$ cat src/rtl/raizing_cen_bank.sv
// raizing_cen_bank
//   Multi-channel fractional clock-enable generator. Each channel has its own
//   N/M accumulator that produces a base strobe on N out of every M clocks.
//   A binary tap chain divides that base rate by 2^k. New ratios are only
//   adopted at a channel's wrap, or while the channel is idle (M=0), so
//   retargeting a running clock never produces a short or doubled period.
//
// Ports
//   CLK      in   1          system clock, all state on the rising edge
//   RESET_N  in   1          asynchronous active-low reset
//   PAUSE    in   1          (only with RAIZING_CEN_PAUSE_EN) freeze all channels
//   N_IN     in   NCH*RW     numerator,   channel c at [c*RW +: RW]
//   M_IN     in   NCH*RW     denominator, same packing; M=0 disables channel
//   CEN      out  NCH*DIVN   enable strobes, channel c tap k at c*DIVN+k
//   CENB     out  NCH*DIVN   half-phase strobes, same packing
//
// Optional feature macro: RAIZING_CEN_PAUSE_EN (adds PAUSE input).
module raizing_cen_bank #(
  parameter int NCH  = 4,
  parameter int RW   = 8,
  parameter int DIVN = 4
) (
  input  logic                 CLK,
  input  logic                 RESET_N,
`ifdef RAIZING_CEN_PAUSE_EN
  input  logic                 PAUSE,
`endif
  input  logic [NCH*RW-1:0]    N_IN,
  input  logic [NCH*RW-1:0]    M_IN,
  output logic [NCH*DIVN-1:0]  CEN,
  output logic [NCH*DIVN-1:0]  CENB
);

  // Tap counter needs DIVN-1 bits; keep at least one bit so DIVN=1 still elaborates.
  localparam int CW = (DIVN > 1) ? DIVN - 1 : 1;

  logic pause;
`ifdef RAIZING_CEN_PAUSE_EN
  assign pause = PAUSE;
`else
  assign pause = 1'b0;
`endif

  generate
    for (genvar gi = 0; gi < NCH; gi++) begin : g_ch
      logic [RW-1:0]   an_reg;
      logic [RW-1:0]   am_reg;
      logic [RW:0]     acc_reg;
      logic [CW-1:0]   cnt_reg;
      logic [DIVN-1:0] cen_reg;
      logic [DIVN-1:0] cenb_reg;

      logic [RW-1:0]   n_eff;
      logic [RW-1:0]   half;
      logic [RW:0]     sum;
      logic            active;
      logic            wrap;
      logic            h0;
      logic            load;
      logic [CW-1:0]   mk;
      logic [DIVN-1:0] cen_next;
      logic [DIVN-1:0] cenb_next;

      always_comb begin
        // N larger than M is clamped so the channel saturates at one strobe per clock.
        n_eff  = (an_reg < am_reg) ? an_reg : am_reg;
        half   = am_reg >> 1;
        sum    = acc_reg + {1'b0, n_eff};
        active = (am_reg != '0);
        wrap   = active && (sum >= {1'b0, am_reg});
        // Half strobe marks the accumulator crossing M/2 on a non-wrap edge.
        h0     = active && !wrap && (acc_reg < {1'b0, half}) && (sum >= {1'b0, half});
        // Idle channels listen continuously; running ones only at their wrap.
        load   = !active || wrap;

        mk           = '0;
        cen_next     = '0;
        cenb_next    = '0;
        cen_next[0]  = wrap;
        cenb_next[0] = h0;
        for (int k = 1; k < DIVN; k++) begin
          mk           = CW'((1 << k) - 1);
          // Tap k fires when the low k counter bits are all ones; its half
          // strobe fires halfway through that 2^k-pulse period.
          cen_next[k]  = wrap && ((cnt_reg & mk) == mk);
          cenb_next[k] = wrap && ((cnt_reg & mk) == (mk >> 1));
        end
      end

      always_ff @(posedge CLK or negedge RESET_N) begin
        if (!RESET_N) begin
          an_reg   <= '0;
          am_reg   <= '0;
          acc_reg  <= '0;
          cnt_reg  <= '0;
          cen_reg  <= '0;
          cenb_reg <= '0;
        end else if (pause) begin
          // Phase is held; only the strobes are suppressed.
          cen_reg  <= '0;
          cenb_reg <= '0;
        end else begin
          cen_reg  <= cen_next;
          cenb_reg <= cenb_next;
          if (!active) begin
            acc_reg <= '0;
          end else if (wrap) begin
            acc_reg <= sum - {1'b0, am_reg};
          end else begin
            acc_reg <= sum;
          end
          if (load) begin
            an_reg <= N_IN[gi*RW +: RW];
            am_reg <= M_IN[gi*RW +: RW];
          end
          if (wrap) begin
            cnt_reg <= cnt_reg + 1'b1;
          end
        end
      end

      assign CEN[gi*DIVN +: DIVN]  = cen_reg;
      assign CENB[gi*DIVN +: DIVN] = cenb_reg;
    end
  endgenerate

endmodule

$ cat config.mk
export PLATFORM = sky130hd
export DESIGN_NAME = raizing_cen_bank
export DESIGN_NICKNAME = d
export VERILOG_FILES = /design/src/rtl/raizing_cen_bank.sv
export SDC_FILE = /design/constraint.sdc
export NUM_CORES = 1
export LEC_CHECK = 0
export BUFFER_PORTS_ARGS = -buffer_cell sky130_fd_sc_hd__buf_2
export CAP_MARGIN = 20
export CORE_ASPECT_RATIO = 0.7
export CORE_MARGIN = 2
export CORE_UTILIZATION = 40
export DETAILED_ROUTE_END_ITERATION = 12
export PLACE_DENSITY = 0.54
export SETUP_SLACK_MARGIN = 0.2
export SYNTH_ARGS = -nofsm -noshare
export SYNTH_HDL_FRONTEND = slang
export SYNTH_SLANG_ARGS = --single-unit
$ cat constraint.sdc
create_clock -name CLK -period 6.9 [get_ports CLK]
set_input_delay 1.38 -clock CLK [delete_from_list [all_inputs] [get_ports CLK]]
set_output_delay 1.38 -clock CLK [all_outputs]
set_load 0.01 [all_outputs]
==> results.toml <==
[timing]
finalSetupViolations = 0
setup_tns_ns = 0
post-route-min-period_ns = 6.203
rsz0062_at_grt = "no"
skew_ns = 0.008496
setup_ws_ns = 0.6970
fmax_ghz = 0.1612
slew_headroom_pct = 36.13
hold_viol_final = 0
drv_slew = 0
tightest_slew_ns = 0.9581
fin_crit_sh_pct = 89.90

[placed_design]
io_buffers = 97
dpl.cell_count = 1426
gp_congestion = 0.8452
dp_slack_ns = 0.8124
hpwl_um = 19440

[detailed_routing]
via_per_inst = 5.427
first_iter_violations = 446
firstDrtPassIters = 5
vias = 7912
ant_nets = 0
drc = 0
totalWireLength_um = 25260
wl_per_cell_um = 17.32

[job]
maxCapViolCount = 0

[floorplan]
fp-row-count = 49
die_y_um = 139.6
core_mm2 = 0.02575
initial_utilization_pct = 40.83
die_x_um = 197.8
die-area_mm2 = 0.02762
boundaryPins = 98

[cells_and_area]
n_fill_cell = 2424
nets = 1352
finalNonFillerCells = 1458
largest_reg_flops = 36
drive_gt1_share_pct = 22.27
antennaDiodeCount = 0
area_growth_pct = 14.41

[grt]
grt.busiest_layer = "met1"
grt_pass1_vias = 7885
grt_max_degree = 94
use_met1_pct = 30.60
grt_use_met2_pct = 26.82
antenna_found_initial = 0
grt_pass1_wl_um = 42260
overflow = 0
grt.total_usage_pct = 19.27
met3_usage_pct = 3.611

[cts]
post_cts_resized = 0
clk_pin_slew_ns = 0.06
cts_sinks = 144
tritoncts = "yes"
hold_buffers = 0
clock-root-buffer = "clkbuf_16"
clock_latency_ns = 0.43
htree_levels = 4
post-cts-setup-buffer-count = 0
numCtsBuffers = 17
clock_path_buffers = 2

[worst_hold_path]
min_path_cells = 2
holdCritPathClass = "reg2reg"

[synth]
synth-seq-area-share_pct = 34.27
avgSynthCellArea_um2 = 10.48
yosys_most_used_dff = "dfrtp_1"
synth_top_family_by_area = "adder cells"
ys_seq_elements = 144
yosys.area_share.adder_pct = 21.04
async_flop_share_pct = 100.0
synth_nets = 1241
synthesis.area_mm2 = 0.01051
synthMuxAreaShare_pct = 11.16
synth_edf_count = 0
synth_warnings = 0
synth_xor_area_share_pct = 3.166
synthCells = 1003
synth_cell_types = 70
synth-simple-area-share_pct = 11.41
synth_compound_gate_area_share_pct = 15.96

[critical_path]
crit_chain = "inv_1, ha_1, a21o_1, a21oi_1, o21ai_0, a21oi_1, mux2_2, ha_1, a21oi_1, o211ai_1, nor4_1, nor3_1, xor2_1, ha_1, nand4_1, nor2_1, or4_4, o21ai_1, inv_1, a31o_2"
cp_max_fo = 8
crit_cells = 20
path_delay_family = "compound AO/OA/AOI/OAI gates"
critical_path_class = "reg2reg"
r2r_cells = 20
critical_path_arrival_ns = 6.52
cp.required_ns = 7.22
critPathSlowestCell = "a21oi_1"
crit_path_end_kind = "flip-flop"
critPathBufInv = 2
critPathLaunchType = "flip-flop"
critical-path-max-stage-delay_ns = 0.70

[status]
status = "finished, final reports clean"
==> layer usage <==
| metal | part of all wire (%) | wire (µm) |
|---|---|---|
| met1 | 55 | 13990 |
| met2 | 41 | 10240 |
| met3 | 3.2 | 815 |
| met4 | 0.85 | 215 |
| met5 | 0 | 0 |
==> cell families after synthesis <==
logic type               count (synthesis)
buffers and inverters                   74
AO/OA/AOI/OAI                          252
multiplexers                           103
XOR/XNOR                                38
flip-flops                             144
AND/OR/NAND/NOR                        220
adder cells (fa/ha/maj)                172
==> cell usage after synthesis (all sizes together), types with 7 or more instances <==
library cell / number / area share (%)
a211oi: 16 / 1.1
a21o: 21 / 1.5
a21oi: 54 / 2.6
a31oi: 7 / 0.42
and2: 10 / 0.60
and3: 15 / 0.89
buf: 9 / 0.67
dfrtp: 144 / 34
fa: 8 / 1.5
ha: 164 / 20
inv: 59 / 2.1
mux2: 93 / 10
mux2i: 10 / 0.95
nand2: 37 / 1.3
nand2b: 15 / 0.89
nand3: 17 / 0.81
nand4: 13 / 0.77
nor2: 39 / 1.4
nor2b: 15 / 0.89
nor3: 20 / 1.1
nor4: 13 / 0.77
o211ai: 13 / 0.93
o21a: 13 / 0.93
o21ai: 59 / 2.8
o21bai: 8 / 0.57
or3: 7 / 0.42
xnor2: 22 / 1.8
xor2: 16 / 1.3
==> placed cells by master, fill, tap and decap left out, types with 5 or more instances in the layout <==
cell type,Yosys,final
a2111oi_0,5,5
a211o_1,5,5
a211oi_1,16,16
a21o_1,20,20
a21oi_1,54,54
a31oi_1,7,7
and2_1,10,10
and3_1,15,15
buf_2,4,96
buf_4,0,10
clkbuf_16,0,17
dfrtp_1,144,144
fa_1,8,8
ha_1,164,164
inv_1,59,59
mux2_2,86,86
mux2_4,7,7
mux2i_1,10,10
nand2_1,36,36
nand2b_1,15,15
nand3_1,17,17
nand4_1,13,13
nor2_1,39,39
nor2b_1,15,15
nor3_1,19,19
nor4_1,13,12
o211ai_1,13,13
o21a_1,13,13
o21ai_0,57,57
o21bai_1,8,8
o22ai_1,6,6
o31a_1,5,5
o41ai_1,6,6
or3_1,7,7
xnor2_1,22,22
xor2_1,16,16
==> per-stage QoR <==
stage / cell area, µm² / util (%) / hold WS, ns
final: 12030 / 46.72 / 0.5116
after global routing: 12030 / 46.72 / 0.5616
after CTS: 12030 / 46.72 / 0.5189
after global placement: 11410 / 44.33 / 0.5021
after floorplan: 10510 / - / 0.4753
after detailed placement: 11410 / 44.33 / 0.5041
==> worst paths after layout <==
check	startpoint	to	slack, ns
worst max-delay path	g_ch[3].am_reg[1]	g_ch[3].acc_reg[8]	0.70
worst min-delay path	g_ch[2].cnt_reg[1]	g_ch[2].cnt_reg[1]	0.51
worst max register to register	g_ch[3].am_reg[1]	g_ch[3].acc_reg[8]	0.70
worst min register to register	g_ch[2].cnt_reg[1]	g_ch[2].cnt_reg[1]	0.51
max in group asynchronous	RESET_N	g_ch[1].cnt_reg[1]	4.60
min in group asynchronous	RESET_N	g_ch[3].an_reg[1]	1.03
==> area by class of cell <==
class                   instances  area, µm²  share of cell area (%)
clock buffers                  20      456.7                   3.797
multi-input cells             785       6609                   54.94
repair buffers                107      566.8                   4.712
well taps                     331      414.1                   3.443
flip-flops and latches        144       3603                   29.96
clock inverters                12      157.7                   1.311
inverters                      59      221.5                   1.841
==> worst min-delay path: stages (launching register included) <==
cell and delay, ns:
dfrtp_1 0.37, nand2_1 0.05, o21ai_0 0.05
Power is left out: the tool's default activity adds up to more than one toggle a clock period on the data nets, which glitch-free logic cannot reach.
